==> src/rtl/soma_chave_rodada_pkg.sv <==
// Shared decryption definitions: datapath widths, default round count and
// the split of a key-store word address into round slot and word position.
package soma_chave_rodada_pkg;

   localparam int LARGURA_BLOCO      = 128;
   localparam int LARGURA_PALAVRA    = 32;
   localparam int NUM_RODADAS_PADRAO = 10;

   // Word address layout: upper bits select the round slot, lower two bits
   // select the 32-bit word inside it (word 0 is the most significant).
   typedef struct packed {
      logic [3:0] slot;
      logic [1:0] palavra;
   } endereco_t;

   function automatic endereco_t divide_endereco(input logic [5:0] endereco);
      endereco_t partes;
      partes.slot    = endereco[5:2];
      partes.palavra = endereco[1:0];
      return partes;
   endfunction

endpackage

==> src/rtl/memoria_chaves_rodada.sv <==
// Round-key store: one 32-bit write port, one 128-bit asynchronous read port
// indexed by round slot. Writes beyond the last slot are dropped.
module memoria_chaves_rodada
   import soma_chave_rodada_pkg::*;
#(
   parameter int NUM_RODADAS = NUM_RODADAS_PADRAO
) (
   input  logic                       clock,
   input  logic                       reset,
   input  logic                       we,
   input  logic [5:0]                 endereco,
   input  logic [LARGURA_PALAVRA-1:0] dado,
   input  logic [3:0]                 slot,
   output logic [LARGURA_BLOCO-1:0]   chave
);

   localparam logic [6:0] NUM_PALAVRAS = 7'(4 * (NUM_RODADAS + 1));
   localparam logic [4:0] ULTIMO_SLOT  = 5'(NUM_RODADAS);

   logic [LARGURA_BLOCO-1:0] chaves [0:NUM_RODADAS];
   endereco_t                partes;
   logic                     escrita_valida;

   assign partes         = divide_endereco(endereco);
   assign escrita_valida = we & ({1'b0, endereco} < NUM_PALAVRAS);

   // Key words: cleared on reset, otherwise updated one word per write.
   always_ff @(posedge clock or posedge reset) begin
      if (reset) begin
         for (int i = 0; i <= NUM_RODADAS; i++) begin
            chaves[i] <= {LARGURA_BLOCO{1'b0}};
         end
      end else if (escrita_valida) begin
         case (partes.palavra)
            2'd0:    chaves[partes.slot][127:96] <= dado;
            2'd1:    chaves[partes.slot][95:64]  <= dado;
            2'd2:    chaves[partes.slot][63:32]  <= dado;
            2'd3:    chaves[partes.slot][31:0]   <= dado;
            default: chaves[partes.slot]         <= chaves[partes.slot];
         endcase
      end
   end

   // Asynchronous read; a slot outside the store reads as zero.
   always_comb begin
      chave = {LARGURA_BLOCO{1'b0}};
      if ({1'b0, slot} <= ULTIMO_SLOT) begin
         chave = chaves[slot];
      end else begin
         chave = {LARGURA_BLOCO{1'b0}};
      end
   end

endmodule

==> src/rtl/soma_chave_rodada.sv <==
// AddRoundKey stage of the decryption datapath. Walks round keys from
// NUM_RODADAS down to 0 and hands results downstream through a one-entry
// valid/ready output register.
module soma_chave_rodada
   import soma_chave_rodada_pkg::*;
#(
   parameter int NUM_RODADAS = NUM_RODADAS_PADRAO
) (
   input  logic                       clock,
   input  logic                       reset,
   input  logic                       chave_we,
   input  logic [5:0]                 chave_endereco,
   input  logic [LARGURA_PALAVRA-1:0] chave_dado,
   input  logic                       inicio,
   input  logic                       entrada_valida,
   output logic                       entrada_pronta,
   input  logic [LARGURA_BLOCO-1:0]   bloco,
   output logic                       saida_valida,
   input  logic                       saida_pronta,
   output logic [LARGURA_BLOCO-1:0]   saida,
   output logic [3:0]                 rodada,
   output logic                       ultima
);

   localparam logic [3:0] RODADA_INICIAL = 4'(NUM_RODADAS);

   logic [3:0]               ptr;
   logic [3:0]               indice;
   logic [LARGURA_BLOCO-1:0] chave;
   logic                     aceite;
   logic                     dreno;

   // The slot is free when empty or being drained this cycle.
   assign entrada_pronta = !saida_valida | saida_pronta;
   assign aceite         = entrada_valida & entrada_pronta;
   assign dreno          = saida_valida & saida_pronta;

   // A new block always restarts from the highest round key.
   always_comb begin
      indice = ptr;
      if (inicio) begin
         indice = RODADA_INICIAL;
      end else begin
         indice = ptr;
      end
   end

   // Asynchronous read sees the pre-write key, so a same-cycle write to the
   // slot in use only takes effect for later blocks.
   memoria_chaves_rodada #(
      .NUM_RODADAS (NUM_RODADAS)
   ) u_memoria (
      .clock    (clock),
      .reset    (reset),
      .we       (chave_we),
      .endereco (chave_endereco),
      .dado     (chave_dado),
      .slot     (indice),
      .chave    (chave)
   );

   // Round pointer advances only on accepted blocks and wraps after round 0.
   always_ff @(posedge clock or posedge reset) begin
      if (reset) begin
         ptr <= RODADA_INICIAL;
      end else if (aceite) begin
         ptr <= (indice == 4'd0) ? RODADA_INICIAL : indice - 4'd1;
      end
   end

   // Output register: load on accept, empty on drain, hold otherwise.
   always_ff @(posedge clock or posedge reset) begin
      if (reset) begin
         saida_valida <= 1'b0;
         saida        <= {LARGURA_BLOCO{1'b0}};
         rodada       <= 4'd0;
         ultima       <= 1'b0;
      end else if (aceite) begin
         saida_valida <= 1'b1;
         saida        <= bloco ^ chave;
         rodada       <= indice;
         ultima       <= (indice == 4'd0);
      end else if (dreno) begin
         saida_valida <= 1'b0;
      end
   end

endmodule

==> config.mk <==
export PLATFORM = sky130hd
export DESIGN_NAME = soma_chave_rodada
export DESIGN_NICKNAME = d
export VERILOG_FILES = /design/src/rtl/soma_chave_rodada_pkg.sv /design/src/rtl/memoria_chaves_rodada.sv /design/src/rtl/soma_chave_rodada.sv
export SDC_FILE = /design/constraint.sdc
export NUM_CORES = 2
export LEC_CHECK = 0
export BUFFER_PORTS_ARGS = -buffer_cell sky130_fd_sc_hd__buf_4
export CAP_MARGIN = 0
export CORE_AREA = 2 2 595 360
export CTS_BUF_LIST = sky130_fd_sc_hd__clkbuf_4 sky130_fd_sc_hd__clkbuf_8 sky130_fd_sc_hd__clkbuf_16
export DETAILED_ROUTE_END_ITERATION = 10
export DIE_AREA = 0 0 597 362
export PLACE_DENSITY_LB_ADDON = 0.1
export SLEW_MARGIN = 0
export SYNTH_ARGS = -nofsm -noshare
export SYNTH_HDL_FRONTEND = slang
export SYNTH_SLANG_ARGS = --single-unit
==> constraint.sdc <==
create_clock -name clock -period 128.3 [get_ports clock]
set_input_delay 12.83 -clock clock [delete_from_list [all_inputs] [get_ports clock]]
set_output_delay 12.83 -clock clock [all_outputs]
set_load 0.05 [all_outputs]
==> reports/results.ini <==
[timing]
fin_setup_tns_ns=0
drv_slew=0
slew_headroom=0.114
fin_worst_skew_ns=0.0350
period_share=0.204
clock.fmax_mhz=38.2
setup_viol=0
finalCriticalPeriod_ns=26.20
worst_pin_slew_ns=1.33
hold_viol_final=0
rsz0062_at_grt=false

[global_route]
grt_pass1_wl_um=369000
grt_max_degree=162
grt_overflow=0
antenna_found_initial=19
grt_usage=0.229
grt_pass1_vias=52200

[synthesis]
synth_seq_cells=1546
muxShareOfSynthArea=0.265
synth.net_count=6309
synth-edff-count=0
yosys_most_used_dff=dfrtp_1
syn-mean-instance-area_um2=12.0
synth.yosys.seq_area_share=0.527
synth-simple-area-share=0.0477
synth_cells=6136
synth_top_family_by_area=multiplexers
netlist_area_mm2=0.0734
synth_xor_area_frac=0
synth_fa_ha_area_frac=0.000171
synth_compound_area_frac=0.120
synth.distinct_cells=42
yosysWarnings=0
async_flop_share=1.00

[clock_network]
ctsHtreeMaxLevel=4
path_clk_slew_ns=0.06
cts_buffers=169
cts_root_buf=clkbuf_16
cts.sinks=1546
hold_buffers=0
clk-insertion-delay-late_ns=0.82
clk_path_buf_depth=4
post_cts_buffers=0
ctsResizeCount=0
cts_tree=built

[floorplanning]
fp-row-count=131
die-area_mm2=0.216
die_y_um=362
core_area_mm2=0.211
start_util=0.347
fp.dieW_um=597
io_pins=307

[drt]
vias=51000
ant_nets=0
post_drt_wl_per_cell_um=27.8
wl_um=251000
via_per_inst=5.64
first_pass_iters=5
drt-initial-drc-count=3669
drc=0

[pwr]
seqPwrFrac=0.409
power.internal_uw=971
p_leak_nw=39.5
p_per_area_mw_per_mm2=17.2
vdd_drop_max_mv=0.0105
comb_power_share=0.240
power_frac_clock=0.351
switchingPower_uw=465
swShare=0.324
finalPower_mw=1.44

[worst_setup_path]
path_cells=buf_4 > nand2b_1 > buf_4
start_kind=primary input
worst-endpoint-arrival_ns=13.37
rr_worst_depth=9
path_common_cell=buf_4
cp_max_fo=4
cp_slowest_cell=buf_4
crit_type=primary input to primary output
cpPeakStageDelay_ns=0.23
crit_cells=3
crit_required_ns=115.47
path_delay_family=buffers and inverters
worst-path-buf-inv=2
worstSetupEndpointType=primary output
r2r_slack_ns=122.25

[finish]
layout_commonest_cell=mux2_2
layout.nets=6302
most-common-layout-cells=mux2_2, dfrtp_1, buf_4
drive_above_1_share=0.397
multi_input_area_mm2=0.0321
syn2layout_area_growth_pct=14.0
regArea_mm2=0.0387
fill_cells=20100

[job]
cap_viol_max_count=0

[status]
status=complete, no violations

[worst_hold_path]
hold_depth=2
hold_class=flip-flop to flip-flop

[placement]
place_congestion=0.744
port_buffers=306
dp_hpwl_um=142000

[worst paths after layout]
check / from / to
min: flip-flop / flip-flop
max: saida_pronta / entrada_pronta
min in group asynchronous: reset / saida[59]
min reg2reg: flip-flop / flip-flop
max reg2reg: ptr[0] / saida[79]
max in group asynchronous: reset / async pin
[cells in the mapped netlist, types with 5 or more instances]
cell	count	area share
o32ai_1	127	0.015
a2bb2oi_1	95	0.011
nor2_1	171	0.0087
a211oi_1	129	0.013
nand2b_1	11	0.00094
mux2_1	22	0.0034
buf_2	99	0.0068
inv_1	132	0.0068
nand2_1	311	0.016
a31oi_1	36	0.0031
o211ai_1	96	0.0098
o22a_1	30	0.0036
o21ai_0	385	0.026
or3_1	5	0.00043
buf_1	116	0.0059
dfrtp_1	1544	0.53
o22ai_1	31	0.0026
o2111ai_1	95	0.011
clkbuf_1	380	0.019
a21o_1	35	0.0036
nor3_1	9	0.00061
a21oi_1	287	0.020
nor2b_1	130	0.011
mux2_2	1704	0.26
nand3_1	131	0.0089
o21ai_1	6	0.00041
[logic make-up after synthesis]
| family | Yosys count |
|---|---|
| AOI/OAI and AO/OA | 1355 |
| adders and majority gates | 1 |
| buffers and inverters | 728 |
| DFF | 1546 |
| muxes | 1728 |
| and+or+nand+nor | 778 |
[final cells by class]
class	count	area share
flip-flops and latches	1546	0.463
multi-input cells	3862	0.384
clock buffers	253	0.0616
well taps	2793	0.0418
repair buffers	418	0.0380
inverters	132	0.00613
clock inverters	37	0.00600
diodes	9	0.000269
[per-stage QoR]
stage / setup slack [ns] / hold WS (ns) / instance area (um2) / util / instances
global placement: 102.11 / 0.456 / 78000 / 0.369 / 8751
CTS: 102.09 / 0.470 / 83600 / 0.396 / 9041
global route: 102.07 / 0.483 / 83600 / 0.396 / 9043
detailed placement: 102.10 / 0.457 / 78000 / 0.369 / 8751
floorplan: 71.86 / 0.431 / 73400 / - / 6136
finish: 102.10 / 0.471 / 83600 / 0.396 / 9050
[metal layers]
layer,track usage,vias to the layer above,routed length [um]
li1,-,22300,-
met1,0.344,27300,125000
met2,0.348,1154,110000
met3,0.0332,283,11900
met4,0.0494,0,4940
met5,0,-,0
[worst min-delay path: stages, from the launching register on]
cell and delay (ns):
dfrtp_1 0.34, nand2_1 0.05, nand2_1 0.05
[power by group through the flow]
| stage | Combinational (mW) | Clock [mW] | Sequential [mW] |
|---|---|---|---|
| finish | 0.345 | 0.504 | 0.587 |
| detailed placement | 0.347 | 0 | 0.595 |
| global placement | 0.343 | 0 | 0.592 |
| global route | 0.369 | 0.539 | 0.594 |
| floorplan | 0.178 | 0 | 0.638 |
| CTS | 0.348 | 0.517 | 0.586 |
No activity file was read; power rests on OpenSTA's default activity.
